### config.mk
export PLATFORM = sky130hd
export DESIGN_NAME = pwm_regs
export DESIGN_NICKNAME = d
export VERILOG_FILES = /design/src/rtl/pwm_regs.sv
export SDC_FILE = /design/constraint.sdc
export NUM_CORES = 1
export LEC_CHECK = 0
export ABC_AREA = 1
export CAP_MARGIN = 40
export CORE_ASPECT_RATIO = 0.75
export CORE_MARGIN = 2
export CORE_UTILIZATION = 45
export CTS_CLUSTER_SIZE = 28
export DETAILED_ROUTE_END_ITERATION = 16
export PLACE_DENSITY_LB_ADDON = 0.25
export SYNTH_ARGS = -nofsm -noshare
export SYNTH_HDL_FRONTEND = slang
export SYNTH_SLANG_ARGS = --single-unit
### constraint.sdc
create_clock -name clk -period 2.7 [get_ports clk]
set_clock_uncertainty 0.1 [all_clocks]
set_input_delay 0.81 -clock clk [delete_from_list [all_inputs] [get_ports clk]]
set_output_delay 0.81 -clock clk [all_outputs]
set_load 0.01 [all_outputs]
### src/rtl/pwm_regs.sv
// pwm_regs: register-mapped PWM generator fed by a simple cs/wr/rd bus.
//
// Register map (byte addresses):
//   0x0 CTRL   bit0 = enable, other bits read back as 0
//   0x4 PERIOD shadow period, moved to the active copy on a period wrap
//   0x8 DUTY   shadow duty, moved to the active copy on a period wrap
//   0xC COUNT  live counter, read-only
//
// Ports:
//   clk          rising-edge clock
//   rst_n        asynchronous active-low reset
//   adr          byte address
//   cs/wr/rd     chip select, write strobe, read strobe (write wins if both)
//   d_in         write data
//   d_out        registered read data, holds when no read occurs
//   pwm_out      registered PWM waveform
//   period_tick  one-cycle pulse in the cycle the counter reads 0 after a wrap
//
// Run state machine:
//   state   | meaning
//   --------+-----------------------------------------------------------
//   ST_IDLE | enable clear: counter/output held at 0, actives track shadows
//   ST_RUN  | enable set, active period nonzero: counting and generating
//   ST_HOLD | enable set, active period zero: output 0, actives track shadows

module pwm_regs #(
    parameter int DATA_W = 32,
    parameter int ADDR_W = 32
) (
    input  logic              clk,
    input  logic              rst_n,
    input  logic [ADDR_W-1:0] adr,
    input  logic              cs,
    input  logic              wr,
    input  logic              rd,
    input  logic [DATA_W-1:0] d_in,
    output logic [DATA_W-1:0] d_out,
    output logic              pwm_out,
    output logic              period_tick
);

    localparam logic [ADDR_W-1:0] ADR_CTRL   = ADDR_W'('h0);
    localparam logic [ADDR_W-1:0] ADR_PERIOD = ADDR_W'('h4);
    localparam logic [ADDR_W-1:0] ADR_DUTY   = ADDR_W'('h8);
    localparam logic [ADDR_W-1:0] ADR_COUNT  = ADDR_W'('hC);

    typedef enum logic [1:0] {
        ST_IDLE = 2'd0,
        ST_RUN  = 2'd1,
        ST_HOLD = 2'd2
    } state_t;

    state_t            state_q, state_d;
    logic              ctrl_en_q, ctrl_en_d;
    logic [DATA_W-1:0] period_sh_q, period_sh_d;
    logic [DATA_W-1:0] duty_sh_q, duty_sh_d;
    logic [DATA_W-1:0] period_act_q, period_act_d;
    logic [DATA_W-1:0] duty_act_q, duty_act_d;
    logic [DATA_W-1:0] cnt_q, cnt_d;
    logic [DATA_W-1:0] d_out_q, d_out_d;
    logic              pwm_q, pwm_d;
    logic              tick_q, tick_d;

    logic              wr_en;
    logic              rd_en;

    assign wr_en = cs & wr;
    assign rd_en = cs & rd & ~wr;

    // Bus side: shadow writes and registered read data.
    always_comb begin
        ctrl_en_d   = ctrl_en_q;
        period_sh_d = period_sh_q;
        duty_sh_d   = duty_sh_q;
        d_out_d     = d_out_q;

        if (wr_en) begin
            case (adr)
                ADR_CTRL:   ctrl_en_d   = d_in[0];
                ADR_PERIOD: period_sh_d = d_in;
                ADR_DUTY:   duty_sh_d   = d_in;
                default:    ;
            endcase
        end

        if (rd_en) begin
            case (adr)
                ADR_CTRL:   d_out_d = {{(DATA_W-1){1'b0}}, ctrl_en_q};
                ADR_PERIOD: d_out_d = period_sh_q;
                ADR_DUTY:   d_out_d = duty_sh_q;
                ADR_COUNT:  d_out_d = cnt_q;
                default:    d_out_d = '0;
            endcase
        end
    end

    // Run side: counter, output and active-register reloads.
    always_comb begin
        cnt_d        = cnt_q;
        pwm_d        = pwm_q;
        tick_d       = tick_q;
        period_act_d = period_act_q;
        duty_act_d   = duty_act_q;

        case (state_q)
            ST_RUN: begin
                pwm_d = (cnt_q < duty_act_q);
                // period_act_q is never 0 in ST_RUN, so the subtraction cannot wrap.
                if (cnt_q == period_act_q - DATA_W'(1)) begin
                    cnt_d        = '0;
                    tick_d       = 1'b1;
                    period_act_d = period_sh_q;
                    duty_act_d   = duty_sh_q;
                end else begin
                    cnt_d  = cnt_q + DATA_W'(1);
                    tick_d = 1'b0;
                end
            end
            default: begin
                cnt_d        = '0;
                pwm_d        = 1'b0;
                tick_d       = 1'b0;
                period_act_d = period_sh_q;
                duty_act_d   = duty_sh_q;
            end
        endcase
    end

    // The state follows the registers it will be judged against, so the
    // mode always matches the enable bit and active period of the same cycle.
    always_comb begin
        state_d = ST_IDLE;
        if (ctrl_en_d) begin
            if (period_act_d == '0) state_d = ST_HOLD;
            else                    state_d = ST_RUN;
        end
    end

    always_ff @(posedge clk or negedge rst_n) begin
        if (!rst_n) begin
            state_q      <= ST_IDLE;
            ctrl_en_q    <= 1'b0;
            period_sh_q  <= '0;
            duty_sh_q    <= '0;
            period_act_q <= '0;
            duty_act_q   <= '0;
            cnt_q        <= '0;
            d_out_q      <= '0;
            pwm_q        <= 1'b0;
            tick_q       <= 1'b0;
        end else begin
            state_q      <= state_d;
            ctrl_en_q    <= ctrl_en_d;
            period_sh_q  <= period_sh_d;
            duty_sh_q    <= duty_sh_d;
            period_act_q <= period_act_d;
            duty_act_q   <= duty_act_d;
            cnt_q        <= cnt_d;
            d_out_q      <= d_out_d;
            pwm_q        <= pwm_d;
            tick_q       <= tick_d;
        end
    end

    assign d_out       = d_out_q;
    assign pwm_out     = pwm_q;
    assign period_tick = tick_q;

endmodule
==> qor.txt <==
================================================================================
Post-Syn Nets                                                              1,560
Count of yosys warnings during synthesis                                       0
Total setup violations reported at the end of the flow                        55
Worst-Skew Late Latency                                                  0.45 ns
Count of endpoints failing hold in the final timing report                     0
Antenna Diode Count                                                            0
Synthesis-stage register bit count                                           197
Power per unit of standard cell area                                369.8 nW/um2
Failing checks                                                      setup timing
Area growth, synth to finish                                              44.25%
Global-route total usage across every layer                               0.2749
Area fraction of the dominant cell type after synthesis                   0.4482
Grt total ovfl                                                                 0
Share of layout cells above drive strength 1                              0.2533
Clock transition at path regs                                            0.07 ns
Share of the synthesized area in compound gates (AO/OA/AOI/OAI)           0.1203
Most instantiated flip-flop cell in the synthesis netlist           sky130_fd_sc_hd__dfrtp_1
Post-detailed-route via-to-cell ratio                                      5.170
Kind of path behind the tightest hold check                             in2async
Number of cells in the finished layout apart from fillers                  2,135
Register-to-register setup slack                                        -0.43 ns
Number of clock sinks                                                        197
Most frequently used cell type in the post-synthesis netlist        sky130_fd_sc_hd__nand2_1
VDD IR max                                                             0.5092 mV
CP Capture Type                                                             flop
Maximum root-to-sink buffer count                                              2
Share of cell area taken by muxes after synthesis                      0.0009101
Fraction of the cycle the final worst path needs                           1.161
Reg-to-Reg Start                                                    period_act_q[15]$_DFF_PN0_
Type of origin of the critical path                                         flop
Gate count after technology mapping                                        1,458
Total wire length after detailed routing                                36.14 mm
Standard cell core area                                               23,970 um2
Placed Cells incl. Taps                                                    2,059
Post-CTS Hold Fix Bufs                                                         0
Die Y-Extent                                                            139.4 um
Number of antenna violations at the first check in global routing              0
End of the worst register-to-register path                          state_q[1]$_DFF_PN0_
Global placement routability congestion                                   0.8894
Relative slew slack                                                       0.6884
Maximum net fanout on the critical path                                        8
Largest net degree at the start of global routing                             65
Total Die Area                                                        25,720 um2
I/O Pins                                                                     103
Worst EP required                                                        2.98 ns
Total cell area at the placement stage                                14,010 um2
Site Rows                                                                     49
Via count of the first global-routing pass                                10,780
Power Total                                                             5.867 mW
Syn avg cell area                                                      7.543 um2
Arrival time of data at the critical path endpoint                       3.42 ns
Die span in x                                                           184.5 um
Synth cell types                                                              45
Smallest hold slack                                                    0.2194 ns
EDFF count, synth                                                              0
Adder-cell area share of the yosys netlist                               0.03754
FMAX                                                                  0.3191 GHz
Setup repair after global routing missed its margin                          yes
Total number of H-tree levels                                                  4
Residual antenna-violating net count after detailed routing                    0
Post-Syn Area                                                         11,000 um2
Post-synthesis xor/xnor area fraction                                    0.03663
Worst setup path class                                                   reg2reg
Transition time at the pin with the least slew margin                  0.4674 ns
Clock buffers created by TritonCTS                                            17
DRC violations left                                                            0
Sequential area share after synthesis                                     0.4482
Leading cell types by total area after synthesis                    sky130_fd_sc_hd__dfrtp_1, sky130_fd_sc_hd__nand2_1, sky130_fd_sc_hd__inv_1
Initial cell density of the core                                          0.4588
Detail Placement HPWL                                                   25.44 mm
Routed length per placed instance                                       16.93 um
Number of vias in the routed layout                                       11,040
Clock tree from TritonCTS                                                    yes
Max-slew violations                                                            0
Buffer type at the clock tree root                                  sky130_fd_sc_hd__clkbuf_16
Combinational family with the most area after synthesis             simple AND/OR/NAND/NOR gates
Async SR Flop Fraction                                                     1.000
Net total in the final layout                                              1,894
Synth Area in Simple Gates                                                0.2588
Buffers added on ports                                                       102
LEAKAGE                                                                 7.927 nW
Final cell area excluding filler cells                                15,870 um2
Final setup slack of the worst path                                   -0.4342 ns
Cell depth of the worst flop-to-flop path                                     24
Number of DRC markers in iteration 0                                         894
Run status                                                          complete, but fails checks
Shortest clock period the worst path allows after layout                3.134 ns
Global-route wire length before repair                                  54.97 mm
Cell accounting for the most synthesized area                       sky130_fd_sc_hd__dfrtp_1
First drt pass iteration count                                                 8
Most frequent cells after synthesis                                 sky130_fd_sc_hd__nand2_1, sky130_fd_sc_hd__inv_1, sky130_fd_sc_hd__dfrtp_1, sky130_fd_sc_hd__o21ai_0, sky130_fd_sc_hd__nor2_1
Maximum Capacitance Violations                                                 0
================================================================================
-- timing repair --
action / in CTS / in global routing
resized for setup: 60 / 186
setup endpoints to repair: 73 / 99
setup buffers: 14 / 28
pin swaps: 20 / 59
cloned: 2 / 7
-- critical path, cell delays in order, from the launching register on --
cell and delay (ns):
sky130_fd_sc_hd__dfrtp_1 0.39, sky130_fd_sc_hd__buf_4 0.15, sky130_fd_sc_hd__nor2_2 0.14, sky130_fd_sc_hd__nand2_1 0.13
sky130_fd_sc_hd__nor2_2 0.17, sky130_fd_sc_hd__inv_1 0.05, sky130_fd_sc_hd__nor2_1 0.16, sky130_fd_sc_hd__nand2_2 0.08
sky130_fd_sc_hd__nand2_2 0.08, sky130_fd_sc_hd__nand2_2 0.07, sky130_fd_sc_hd__nor2_1 0.11, sky130_fd_sc_hd__nand2_1 0.09
sky130_fd_sc_hd__nor2_2 0.15, sky130_fd_sc_hd__nand3_4 0.13, sky130_fd_sc_hd__buf_6 0.15, sky130_fd_sc_hd__nand2_8 0.07
sky130_fd_sc_hd__buf_8 0.13, sky130_fd_sc_hd__nand2_2 0.05, sky130_fd_sc_hd__nand2_2 0.07, sky130_fd_sc_hd__nand2_1 0.05
sky130_fd_sc_hd__nor2_1 0.12, sky130_fd_sc_hd__nand2_2 0.08, sky130_fd_sc_hd__nor2_4 0.17, sky130_fd_sc_hd__nand2_2 0.08
sky130_fd_sc_hd__nor2_2 0.10
-- report_power, final --
part | internal (mW) | leakage, nW | switching, mW
clock network | 1.54 | 0.296 | 1.17
registers | 2.95 | 2.75 | 0.00000000798
logic | 0.105 | 4.88 | 0.107
-- kinds of logic after synthesis --
group	Yosys count
mux	1
simple gates	666
flops	197
compound gates	241
fa+ha+maj	33
buf+inv	274
xor+xnor	46
-- per-layer routing --
layer  wire length, um  part of all wire  GRT usage  vias up
li1                  -                 -          -     5292
met4              1041             0.029    0.08421        0
met3              1829             0.051    0.03742       69
met2             17330              0.48     0.4573      346
met1             15940              0.44     0.3736     5331
met5                 0                 0          0        -
-- sequential cells by signal, summed over array words and instances (netlist names) --
register / count
cnt_q: 32
duty_sh_q: 32
ctrl_en_q: 1
pwm_out: 1
d_out: 32
state_q: 2
period_tick: 1
duty_act_q: 32
period_sh_q: 32
period_act_q: 32
-- cells in the final DEF (no fill, tap or decap), drive strengths merged, types with 2 or more instances in the layout --
master	n
clkbuf	27
nor4	14
a21boi	2
nand3b	23
nor3b	2
o21ai	158
a221oi	14
nand2	400
inv	227
a21oi	47
nand3	38
nor2	149
o21a	2
xnor2	15
xor2	31
buf	253
bufinv	3
clkinvlp	2
nand4	19
nor3	21
clkinv	6
a31oi	2
dfrtp	197
o211ai	3
a32o	2
ha	33
a211oi	4
clkdlybuf4s50	101
-- worst max path at each step --
stage | from | endpoint | slack (ns) | cells past startpoint
2_1_floorplan | period_act_q[0]$_DFF_PN0_ | state_q[0]$_DFF_PN0_ | 0.06 | 19
3_3_place_gp | period_act_q[0]$_DFF_PN0_ | state_q[1]$_DFF_PN0_ | -0.39 | 22
3_5_place_dp | period_act_q[0]$_DFF_PN0_ | state_q[0]$_DFF_PN0_ | -0.50 | 20
4_1_cts | period_act_q[1]$_DFF_PN0_ | state_q[1]$_DFF_PN0_ | -0.34 | 21
5_1_grt | period_act_q[18]$_DFF_PN0_ | state_q[1]$_DFF_PN0_ | -0.65 | 23
6_report | period_act_q[15]$_DFF_PN0_ | state_q[1]$_DFF_PN0_ | -0.43 | 24
-- per-stage QoR --
step	TNS, ns	setup WS (ns)	util
floorplan	0	0.06354	-
detailed placement	-26.02	-0.4951	0.5844
global route	-19.76	-0.6477	0.6618
finish	-7.115	-0.4342	0.6618
global placement	-19.10	-0.3902	0.5844
CTS	-0.8507	-0.3423	0.6245
-- final cells by class --
| type | instances | area, um2 |
|---|---|---|
| Timing Repair Buffer | 360 | 3427 |
| Sequential cell | 197 | 4930 |
| Clock inverter | 10 | 145.1 |
| Tap cell | 331 | 414.1 |
| Multi-Input combinational cell | 988 | 5623 |
| Clock buffer | 21 | 470.5 |
| Fill cell | 1959 | 8107 |
| Inverter | 228 | 855.8 |
Power figures use the tool's default switching activity.
